[src/rtl/keypad_scanner_if.sv]
// Key-event bus from the keypad scanner to the lock FSM.
interface keypad_scanner_if;
  logic [3:0] key_code;
  logic       key_valid;
  logic       key_held;

  modport master (output key_code, output key_valid, output key_held);
  modport slave  (input  key_code, input  key_valid, input  key_held);
endinterface

[src/rtl/keypad_scanner.sv]
// 4x4 active-low matrix keypad scanner: column drive, row synchronizer,
// press/release debounce, ghost rejection and one-pulse-per-press key events.
module keypad_scanner #(
  parameter int unsigned SCAN_DIV     = 8,
  parameter int unsigned DEBOUNCE_CNT = 16
) (
  input  logic              clk,
  input  logic              reset_n,
  input  logic [3:0]        row_in,
  output logic [3:0]        col_out,
  output logic [2:0]        scan_state,
  keypad_scanner_if.master  key_if
);

  localparam int unsigned DW = (SCAN_DIV > 1) ? $clog2(SCAN_DIV) : 1;
  localparam int unsigned CW = $clog2(DEBOUNCE_CNT + 1);
  localparam logic [DW-1:0] DWELL_LAST = DW'(SCAN_DIV - 1);
  localparam logic [CW-1:0] CNT_LAST   = CW'(DEBOUNCE_CNT - 1);

  typedef enum logic [2:0] {
    ST_SCAN     = 3'd0,
    ST_DEBOUNCE = 3'd1,
    ST_HOLD     = 3'd2,
    ST_RELEASE  = 3'd3
  } state_t;

  state_t        r_state;
  logic [3:0]    r_sync1;
  logic [3:0]    r_row_s;
  logic [DW-1:0] r_dwell;
  logic [CW-1:0] r_cnt;
  logic [1:0]    r_col;
  logic [3:0]    r_col_out;
  logic [1:0]    r_row;
  logic [3:0]    r_pat;
  logic [3:0]    r_key_code;
  logic          r_key_valid;
  logic          r_key_held;

  logic [3:0]    w_low;
  logic          w_one_low;
  logic          w_all_high;
  logic [1:0]    w_row_idx;
  logic [1:0]    w_col_next;

  function automatic logic [3:0] col_drive(input logic [1:0] c);
    return ~(4'b0001 << c);
  endfunction

  assign w_low      = ~r_row_s;
  assign w_one_low  = ($countones(w_low) == 1);
  assign w_all_high = &r_row_s;
  assign w_col_next = r_col + 2'd1;

  // Index of the (single) active row in the synchronized pattern.
  always_comb begin
    w_row_idx = 2'd0;
    for (int i = 3; i >= 0; i--) begin
      if (w_low[i]) w_row_idx = 2'(i);
    end
  end

  // Two-flop synchronizer for the asynchronous row returns.
  always_ff @(posedge clk or negedge reset_n) begin
    if (!reset_n) begin
      r_sync1 <= 4'hF;
      r_row_s <= 4'hF;
    end else begin
      r_sync1 <= row_in;
      r_row_s <= r_sync1;
    end
  end

  // Scan / debounce / hold / release state machine with registered outputs.
  always_ff @(posedge clk or negedge reset_n) begin
    if (!reset_n) begin
      r_state     <= ST_SCAN;
      r_dwell     <= '0;
      r_cnt       <= '0;
      r_col       <= 2'd0;
      r_col_out   <= 4'b1110;
      r_row       <= 2'd0;
      r_pat       <= 4'hF;
      r_key_code  <= 4'd0;
      r_key_valid <= 1'b0;
      r_key_held  <= 1'b0;
    end else begin
      r_key_valid <= 1'b0;
      case (r_state)
        ST_SCAN: begin
          if (r_dwell == DWELL_LAST) begin
            r_dwell <= '0;
            if (w_one_low) begin
              r_row   <= w_row_idx;
              r_pat   <= r_row_s;
              r_cnt   <= '0;
              r_state <= ST_DEBOUNCE;
            end else begin
              // Idle or multi-row chord: move on to the next column.
              r_col     <= w_col_next;
              r_col_out <= col_drive(w_col_next);
            end
          end else begin
            r_dwell <= r_dwell + DW'(1);
          end
        end
        ST_DEBOUNCE: begin
          // A mismatch wins over a completing count.
          if (r_row_s != r_pat) begin
            r_dwell <= '0;
            r_state <= ST_SCAN;
          end else if (r_cnt == CNT_LAST) begin
            r_key_code  <= {r_row, r_col};
            r_key_valid <= 1'b1;
            r_key_held  <= 1'b1;
            r_state     <= ST_HOLD;
          end else begin
            r_cnt <= r_cnt + CW'(1);
          end
        end
        ST_HOLD: begin
          if (w_all_high) begin
            r_cnt   <= '0;
            r_state <= ST_RELEASE;
          end
        end
        ST_RELEASE: begin
          if (!w_all_high) begin
            r_state <= ST_HOLD;
          end else if (r_cnt == CNT_LAST) begin
            r_col      <= w_col_next;
            r_col_out  <= col_drive(w_col_next);
            r_dwell    <= '0;
            r_key_held <= 1'b0;
            r_state    <= ST_SCAN;
          end else begin
            r_cnt <= r_cnt + CW'(1);
          end
        end
        default: begin
          r_key_held <= 1'b0;
          r_state    <= ST_SCAN;
        end
      endcase
    end
  end

  assign col_out          = r_col_out;
  assign scan_state       = r_state;
  assign key_if.key_code  = r_key_code;
  assign key_if.key_valid = r_key_valid;
  assign key_if.key_held  = r_key_held;

endmodule

[src/flat_wrapper.sv]
// flat-port wrapper written by rule: the top's interface ports become plain ports
module keypad_scanner_flat 
#(
  parameter int unsigned SCAN_DIV     = 8,
  parameter int unsigned DEBOUNCE_CNT = 16
)
  (clk, reset_n, row_in, col_out, scan_state, key_if_key_code, key_if_key_valid, key_if_key_held);
  keypad_scanner_if key_if_i ();
  input  logic clk;
  input  logic reset_n;
  input  logic [3:0] row_in;
  output logic [3:0] col_out;
  output logic [2:0] scan_state;
  output wire logic [$bits(key_if_i.key_code)-1:0] key_if_key_code;
  output wire logic [$bits(key_if_i.key_valid)-1:0] key_if_key_valid;
  output wire logic [$bits(key_if_i.key_held)-1:0] key_if_key_held;
  assign key_if_key_code = key_if_i.key_code;
  assign key_if_key_valid = key_if_i.key_valid;
  assign key_if_key_held = key_if_i.key_held;
  keypad_scanner #(.SCAN_DIV(SCAN_DIV), .DEBOUNCE_CNT(DEBOUNCE_CNT)) u_core (.clk(clk), .reset_n(reset_n), .row_in(row_in), .col_out(col_out), .scan_state(scan_state), .key_if(key_if_i));
endmodule
[config.mk]
export PLATFORM = sky130hd
export DESIGN_NAME = keypad_scanner_flat
export DESIGN_NICKNAME = d
export VERILOG_FILES = /design/src/rtl/keypad_scanner_if.sv /design/src/rtl/keypad_scanner.sv /design/src/flat_wrapper.sv
export SDC_FILE = /design/constraint.sdc
export NUM_CORES = 1
export LEC_CHECK = 0
export BUFFER_PORTS_ARGS = -buffer_cell sky130_fd_sc_hd__clkbuf_2
export CAP_MARGIN = 20
export CORE_MARGIN = 10
export CORE_UTILIZATION = 40
export CTS_CLUSTER_DIAMETER = 200
export DETAILED_ROUTE_END_ITERATION = 6
export HOLD_SLACK_MARGIN = 0.05
export PLACE_DENSITY = 0.61
export SLEW_MARGIN = 30
export SYNTH_ARGS = -nofsm -noshare
export SYNTH_HDL_FRONTEND = slang
export SYNTH_SLANG_ARGS = --single-unit
[constraint.sdc]
create_clock -name clk -period 5.72 [get_ports clk]
set_input_delay 1.144 -clock clk [delete_from_list [all_inputs] [get_ports clk]]
set_output_delay 1.144 -clock clk [all_outputs]
set_load 0.03 [all_outputs]
Word level (Yosys, flattened, before mapping)
Cells that the tools add are included.

cells by class
  add/sub/neg operators = 6
  equal/unequal tests = 18
  shift operators = 1
  muxes and demuxes = 41
  bitwise gates (word level) = 4
  reduce and logical (&&, ||, !) cells = 13

operator list
  operator                                         count
  adder 32 bit                                     1
  == test 32 x 2 -> 1 bit (second input constant)  1
  2-to-1 mux 3 bit                                 10
  2-to-1 mux 5 bit                                 6
  one-hot mux 5 bit (4 select lines)               1
  2-to-1 mux 2 bit                                 8
  2-to-1 mux 4 bit                                 4
  AND reduction 5 bit                              3
  != test 2 x 1 -> 1 bit (second input constant)   7
  one-hot mux 3 bit (4 select lines)               1
  one-hot mux 3 bit (3 select lines)               1
  inverter 4 bit                                   2
  one-hot mux 4 bit (2 select lines)               1
  AND reduction 4 bit                              2
  2-to-1 mux 1 bit                                 7
  == test 3 x 2 -> 1 bit (second input constant)   2
  AND reduction 3 bit                              2
  AND reduction 6 bit                              1
  adder 5 x 1 -> 5 bit (second input constant)     1
  == test 5 x 4 -> 1 bit (second input constant)   1
  adder 1 x 1 -> 2 bit                             2
  != test 2 bit (second input constant)            2
  != test 4 bit                                    1
  one-hot mux 2 bit (2 select lines)               1
  14 further kinds                                 15

storage, ports and cells
  bits in registers = 37
  bits of input ports = 6
  output and inout bits = 13
  logic and storage cells = 95

Depth between registers and ports, before layout
Gate-level depths: netlist of run 1.

  word-level depth = 7
  depth in mapped cells = 9
  mapped depth without buffers = 8

Worst setup path after synthesis of run 1
Ideal clock, no wire load.

  kind = reg-to-reg
  start point = register u_core.r_row_s[0]
  end point = register u_core.r_cnt[0]
  setup time = 0.125 ns
  arrival time = 2.656 ns
  data required time = 5.595 ns
  path slack = 2.939 ns
  stages on the path, launching flop included = 9
  period minus slack after synthesis = 2.781 ns
  cell sequence = dfstp_2 inv_1 ha_1 ha_1 fa_1 nand4bb_1 a22o_2 or3_4 mux2_4

between the ends
  word-level cells in the longest chain between the ends = 6
  elaborated cells between the ends (all ways) = 11
  classes of those cells = add/sub (2); eq/ne (6); bitwise (1); reduce/logical (2)

ends and longest elaborated chain
  element                                     RTL line               RTL
  start, declared                             keypad_scanner.sv:29   logic [3:0] r_row_s;
  start signal, assigned                      keypad_scanner.sv:70   r_row_s <= r_sync1;
  inverter 4 bit                              keypad_scanner.sv:50   assign w_low = ~r_row_s;
  adder 1 x 1 -> 2 bit (implied by the code)  keypad_scanner.sv:51   assign w_one_low = ($countones(w_low) == 1);
  adder 32 bit (implied by the code)          keypad_scanner.sv:51
  == test 32 x 2 -> 1 bit                     keypad_scanner.sv:51
  != test 2 x 1 -> 1 bit (no line)            n/a
  AND reduction 6 bit (no line) *             n/a
  end signal, assigned                        keypad_scanner.sv:118  r_cnt <= r_cnt + CW'(1);
  end signal, assigned                        keypad_scanner.sv:137  r_cnt <= r_cnt + CW'(1);
  end, declared                               keypad_scanner.sv:31   logic [CW-1:0] r_cnt;

Mark *: on every way between the ends. The rest lies on a longest branch, timed or not.
A chain may end at the register's enable or synchronous reset.

Worst setup path after layout of run 1
Ends and elaborated chain as after synthesis.

==> results of run 1 <==
==> logic make-up (layout without fill, tap and decap cells) <==
group / after synthesis / count (layout) / share of synthesized area [%]
buffers and inverters: 21 / 43 / 4.47
AO/OA/AOI/OAI: 28 / 28 / 11.6
adder cells (fa/ha/maj): 19 / 19 / 13.1
flip-flops: 36 / 36 / 49.0
multiplexers: 15 / 15 / 8.94
XOR/XNOR: 5 / 5 / 3.94
other: 1 / 1 / 0.200
AND/OR/NAND/NOR: 29 / 29 / 8.74
==> flip-flops by register name (all words and copies together) (netlist names) <==
register and flops:
u_core.col_out 4, u_core.key_if.key_code 4, u_core.key_if.key_held 1, u_core.key_if.key_valid 1
u_core.r_cnt 5, u_core.r_col 2, u_core.r_dwell 3, u_core.r_pat 4
u_core.r_row 2, u_core.r_row_s 4, u_core.r_sync1 4, u_core.scan_state 2
==> power by group through the flow <==
stage                     Combinational [W]  Sequential [W]  Clock [W]
final                              0.000408        0.000377   0.000227
after global routing               0.000460        0.000386   0.000245
after CTS                          0.000414        0.000377   0.000234
after detailed placement           0.000412        0.000380          0
after global placement             0.000396        0.000378          0
after floorplan                    0.000281        0.000411          0
==> through the flow <==
stage / util (%) / std cells / setup WS [ps] / hold WS [ps] / instance area, µm²
3_3_place_gp: 45.2 / 220 / 2850 / 345 / 2010
4_1_cts: 47.7 / 228 / 2750 / 348 / 2120
2_1_floorplan: - / 154 / 2940 / 345 / 1880
3_5_place_dp: 45.2 / 220 / 2800 / 347 / 2010
5_1_grt: 47.7 / 228 / 2650 / 363 / 2120
6_report: 47.7 / 228 / 2730 / 351 / 2120
==> worst paths after layout <==
| check | to | startpoint | cells after the start |
|---|---|---|---|
| max | u_core.r_cnt[0]$_DFFE_PN0P_ | u_core.r_row_s[0]$_DFF_PN1_ | 8 |
| min | u_core.r_row_s[3]$_DFF_PN1_ | u_core.r_sync1[3]$_DFF_PN1_ | 0 |
| max reg2reg | u_core.r_cnt[0]$_DFFE_PN0P_ | u_core.r_row_s[0]$_DFF_PN1_ | 8 |
| min reg2reg | u_core.r_row_s[3]$_DFF_PN1_ | u_core.r_sync1[3]$_DFF_PN1_ | 0 |
| max in group asynchronous | u_core.key_if.key_valid$_DFF_PN0_ | reset_n | 1 |
| min in group asynchronous | u_core.r_cnt[4]$_DFFE_PN0P_ | reset_n | 1 |
==> cell usage in the layout (no fill, tap or decap), types with 2 or more instances in the layout <==
cell	synthesis	routed
or3b_2	2	2
nand3_1	2	2
dfrtp_1	21	21
ha_1	18	18
o21ai_0	10	10
a21boi_0	2	2
nor2_1	6	6
o41ai_1	3	3
dfstp_2	15	15
nand2_1	9	9
clkbuf_2	0	16
o31ai_1	2	2
inv_1	18	18
mux2i_1	7	7
mux2_2	5	5
a31oi_1	3	3
clkbuf_8	0	5
mux2_4	2	2
xnor2_2	4	4
nand4_1	2	2
==> cell usage after synthesis (3+ instances only) <==
master,count,area share (%)
a31oi_1,3,1.0
dfrtp_1,21,28
dfstp_2,15,21
ha_1,18,12
inv_1,18,3.6
mux2_2,5,3.0
mux2i_1,7,3.7
nand2_1,9,1.8
nor2_1,6,1.2
o21ai_0,10,2.7
o41ai_1,3,1.4
xnor2_2,4,3.5
==> area by class of cell <==
class                   count  area (µm²)  area share (%)
flip-flops and latches     36         920            43.4
multi-input cells          97         872            41.1
repair buffers             17        85.1            4.01
clock buffers               5        68.8            3.24
inverters                  18        67.6            3.19
well taps                  52        65.1            3.07
clock inverters             3        42.5            2.01
==> per-layer routing <==
metal,vias to the layer above,global-route usage [%],share of wire [%]
met3,8,3.13,3.9
met4,0,4.85,1.9
met1,575,12.4,48
met5,-,0,0
met2,20,14.9,46
li1,574,-,-
==> worst max-delay path, delay by kind of cell, from the launching register on <==
family / cells / cell delay, ps
adders and majority gates: 3 / 970
and+or+nand+nor: 2 / 650
DFF: 1 / 580
muxes: 1 / 310
AOI/OAI and AO/OA: 1 / 290
buffers and inverters: 1 / 80
==> impl_metrics.py, run 1 <==
metrics = {
    "setup_path": {
        "cp_cell_sequence": "inv_1 > ha_1 > ha_1 > fa_1 > nand4bb_1 > a22o_2 > or3_4 > mux2_4",
        "regToRegSetupSlack_ps": 2730,
        "critPathLaunchType": "flip-flop",
        "cpMostUsedCell": "ha_1",
        "criticalPathCategory": "flip-flop to flip-flop",
        "endpoint_kind": "flip-flop",
        "cp_data_required_time_ps": 5900,
        "cpPeakStageDelay_ps": 580,
        "crit_path_max_fanout": 5,
        "cp_slowest_cell": "dfstp_2",
        "arrival_ps": 3170,
    },
    "clocking": {
        "clkSinkCount": 36,
        "htree_levels": 2,
        "post_cts_buffers": 0,
        "cts_tree": "yes",
        "cts_buffers": 5,
        "cts_hold_buf": 0,
        "clk_latency_ps": 300,
        "clk_path_buf_depth": 2,
        "cts-root-buf": "clkbuf_8",
        "clk_pin_slew_ps": 80,
        "cts_resized": 0,
    },
    "timing": {
        "tightest_slew_ps": 762,
        "fin_crit_ps": 2990,
        "rsz0062_at_grt": "no",
        "setup_violations": 0,
        "finClkSkew_ps": 8.35,
        "hold_violations": 0,
        "fmax_ghz": 0.335,
        "tns_ps": 0,
        "finalCritPeriodShare_pct": 52.3,
        "slew_violations": 0,
        "relSlewSlack_pct": 49.2,
    },
    "final_layout": {
        "nets": 200,
        "diodes": 0,
        "synthToLayoutAreaGrowth_pct": 13.1,
        "nFillCells": 405,
        "layout-drive-gt1-share_pct": 34.7,
    },
    "floorplanning": {
        "core_area_mm2": 0.00444,
        "initial_core_util_pct": 42.2,
        "die-height_um": 88.5,
        "num_rows": 24,
        "io_pins": 19,
        "dieArea_mm2": 0.00783,
        "die_w_um": 88.5,
    },
    "route": {
        "drc": 0,
        "drt_iter0_drc": 79,
        "route.vias.total": 1177,
        "finalWirelength_um": 3430,
        "wire_per_inst_um": 15.0,
        "firstDrtPassIters": 4,
        "detail-route-antenna-nets": 0,
        "via_per_inst": 5.16,
    },
    "placed_design": {
        "gp_congestion": 0.775,
        "dp_hpwl_um": 2520,
        "portBuffers": 17,
    },
    "yosys": {
        "yosys_warnings": 0,
        "synth_edf_count": 0,
        "ys_seq_area_share_pct": 49.0,
        "syn_inst": 154,
        "syn_area_mm2": 0.00188,
        "yosysUniqueCellTypes": 41,
        "ys.flop_type": "dfrtp_1",
        "synth-seq-cells": 36,
        "syn_nets": 179,
        "synthArstFlopShare_pct": 100,
        "synth.avg_cell_area_um2": 12.2,
    },
    "power_and_ir_drop": {
        "pwr-share-seq_pct": 37.2,
        "p_leak_nw": 1.03,
        "p_clk_share_pct": 22.4,
        "vdd_drop_max_uv": 248,
        "p_sw_w": 0.000388,
        "p_comb_share_pct": 40.3,
        "p_per_area_mw_per_mm2": 478,
        "switching_share_pct": 38.3,
        "internal_power_w": 0.000625,
        "finalPower_w": 0.00101,
    },
    "global_routing": {
        "grt_pass1_vias": 1272,
        "grt_pass1_wl_um": 6050,
        "track_usage_pct": 9.85,
        "grt_overflow_total": 0,
        "grt_max_degree": 37,
        "grt_antenna_before_repair": 0,
    },
    "worst_hold_path": {
        "hp-class": "flip-flop to flip-flop",
    },
    "flow_run": {
        "drv_cap": 0,
    },
    "outcome": {
        "status": "completed",
    },
}
Note: power is estimated with default switching activity, not from simulation.
==> run 2: changes to the inputs <==
==> constraint.sdc (replaced) <==
create_clock -name clk -period 2.99 [get_ports clk]
set_input_delay 0.598 -clock clk [delete_from_list [all_inputs] [get_ports clk]]
set_output_delay 0.598 -clock clk [all_outputs]
set_load 0.03 [all_outputs]
==> run 2 against run 1 <==
Net effect: clock-buffer cell count stayed put; sequential share of layout area is 0.15 points lower; clock power is 87% higher; critical path depth stayed put; highest routed layer unchanged; register-to-register slack worse by 2600 ps; combinational power is 92% higher; via count is 1.7% higher; setup slack worse by 2600 ps; die area stayed put.
==> impl_metrics.py, run 2 (synthesized netlist as in run 1, its figures left out) <==
metrics = {
    "global_routing": {
        "track_usage_pct": 9.27,
        "grt_max_degree": 37,
        "grt_pass1_vias": 1211,
        "grt_pass1_wl_um": 5680,
        "grt_antenna_before_repair": 0,
        "grt_overflow_total": 0,
    },
    "final_layout": {
        "final_cells": 229,
        "nFillCells": 415,
        "register_area_um2": 920,
        "final_util_pct": 47.9,
        "layout-drive-gt1-share_pct": 35.0,
        "registers.top_by_ff_count": "u_core.r_cnt",
        "nets": 201,
        "multi_input_area_um2": 872,
        "final_common_cell": "dfrtp_1",
        "most-common-layout-cells": "dfrtp_1 (21), inv_1 (18), ha_1 (18)",
        "synthToLayoutAreaGrowth_pct": 13.5,
        "largest_reg_flops": 5,
        "diodes": 0,
    },
    "placed_design": {
        "gp_congestion": 0.792,
        "dp_hpwl_um": 2570,
        "place_ws_ps": 135,
        "place_inst": 221,
        "portBuffers": 17,
    },
    "timing": {
        "setup_violations": 0,
        "rsz0062_at_grt": "no",
        "fin_crit_ps": 2880,
        "tns_ps": 0,
        "fmax_ghz": 0.347,
        "finClkSkew_ps": 5.00,
        "relSlewSlack_pct": 48.0,
        "hold_slack_ps": 358,
        "tightest_slew_ps": 780,
        "finalCritPeriodShare_pct": 96.3,
        "slew_violations": 0,
        "worst_slack_ps": 109,
        "hold_violations": 0,
    },
    "setup_path": {
        "cp_data_required_time_ps": 3160,
        "cpPeakStageDelay_ps": 570,
        "arrival_ps": 3050,
        "regToRegSetupSlack_ps": 110,
        "cp_slowest_cell": "dfstp_2",
        "criticalPathCategory": "flip-flop to flip-flop",
        "reg2reg_to": "u_core.r_cnt[0]$_DFFE_PN0P_",
        "cp_cell_sequence": "inv_1 > ha_1 > ha_1 > fa_1 > nand4bb_1 > a22o_2 > or3_4 > mux2_4",
        "endpoint_kind": "flip-flop",
        "reg2reg_depth": 8,
        "critPathLaunchType": "flip-flop",
        "cpMostUsedCell": "ha_1",
        "r2r_start": "u_core.r_row_s[0]$_DFF_PN1_",
        "crit_path_max_fanout": 5,
    },
    "clocking": {
        "htree_levels": 2,
        "post_cts_buffers": 0,
        "cts_hold_buf": 0,
        "cts_tree": "yes",
        "cts_buffers": 5,
        "cts_resized": 0,
        "clkSinkCount": 36,
        "clk_latency_ps": 290,
        "clk_pin_slew_ps": 70,
        "clk_path_buf_depth": 2,
        "cts-root-buf": "clkbuf_8",
    },
    "power_and_ir_drop": {
        "p_per_area_mw_per_mm2": 906,
        "vdd_drop_max_uv": 498,
        "p_leak_nw": 1.03,
    },
    "route": {
        "wire_per_inst_um": 14.9,
        "firstDrtPassIters": 4,
        "via_per_inst": 5.23,
        "drc": 0,
        "finalWirelength_um": 3400,
        "detail-route-antenna-nets": 0,
        "route.vias.total": 1197,
        "drt_iter0_drc": 36,
    },
    "floorplanning": {
        "num_rows": 24,
        "initial_core_util_pct": 42.2,
        "die_w_um": 88.5,
        "dieArea_mm2": 0.00783,
        "core_area_mm2": 0.00444,
        "io_pins": 19,
        "die-height_um": 88.5,
    },
    "worst_hold_path": {
        "worstHoldStart": "u_core.r_sync1[3]$_DFF_PN1_",
        "min_to": "u_core.r_row_s[3]$_DFF_PN1_",
        "holdPathStages": 0,
        "hp-class": "flip-flop to flip-flop",
    },
    "flow_run": {
        "drv_cap": 0,
    },
    "outcome": {
        "status": "completed",
    },
}
run 2: through the flow:
stage / area [µm²] / power (W)
5_1_grt: 2130 / 0.00207
2_1_floorplan: 1880 / 0.00132
3_5_place_dp: 2020 / 0.00151
3_3_place_gp: 2020 / 0.00148
4_1_cts: 2130 / 0.00195
6_report: 2130 / 0.00193
run 2: worst max path at each step:
stage | from | to | slack [ps]
after floorplan | u_core.r_row_s[0]$_DFF_PN1_ | u_core.r_cnt[0]$_DFFE_PN0P_ | 210
after global routing | u_core.r_row_s[0]$_DFF_PN1_ | u_core.r_row[1]$_DFFE_PN0P_ | 60
after CTS | u_core.r_row_s[0]$_DFF_PN1_ | u_core.r_cnt[0]$_DFFE_PN0P_ | 120
after global placement | u_core.r_row_s[0]$_DFF_PN1_ | u_core.r_cnt[4]$_DFFE_PN0P_ | 170
after detailed placement | u_core.r_row_s[0]$_DFF_PN1_ | u_core.r_cnt[0]$_DFFE_PN0P_ | 140
final | u_core.r_row_s[0]$_DFF_PN1_ | u_core.r_cnt[0]$_DFFE_PN0P_ | 110
run 2: per-layer routing:
metal	part of all wire [%]	routed length, µm	track usage [%]
met1	48	1640	11.9
met2	47	1590	14.1
met3	3.6	124	3.22
met4	1.5	52	3.52
met5	0	0	0
run 2: worst max-delay path: cells and delay by family, from the launching register on:
family | cells | cell delay, ps
muxes | 1 | 310
and+or+nand+nor | 2 | 590
AOI/OAI and AO/OA | 1 | 260
adders and majority gates | 3 | 950
DFF | 1 | 570
buffers and inverters | 1 | 80
run 2: cell type report:
cell class | instances | area share, %
Inverter | 18 | 3.17
Sequential cell | 36 | 43.2
Timing Repair Buffer | 18 | 4.35
Multi-Input combinational cell | 97 | 41.0
Clock buffer | 5 | 3.23
Clock inverter | 3 | 2.00
Tap cell | 52 | 3.06
run 2: power by group:
part           internal [W]  switching [W]  leakage [nW]
sequential         0.000626      0.0000926         0.432
combinational      0.000324       0.000461         0.544
clock              0.000247       0.000179        0.0541
total               0.00120       0.000732          1.03
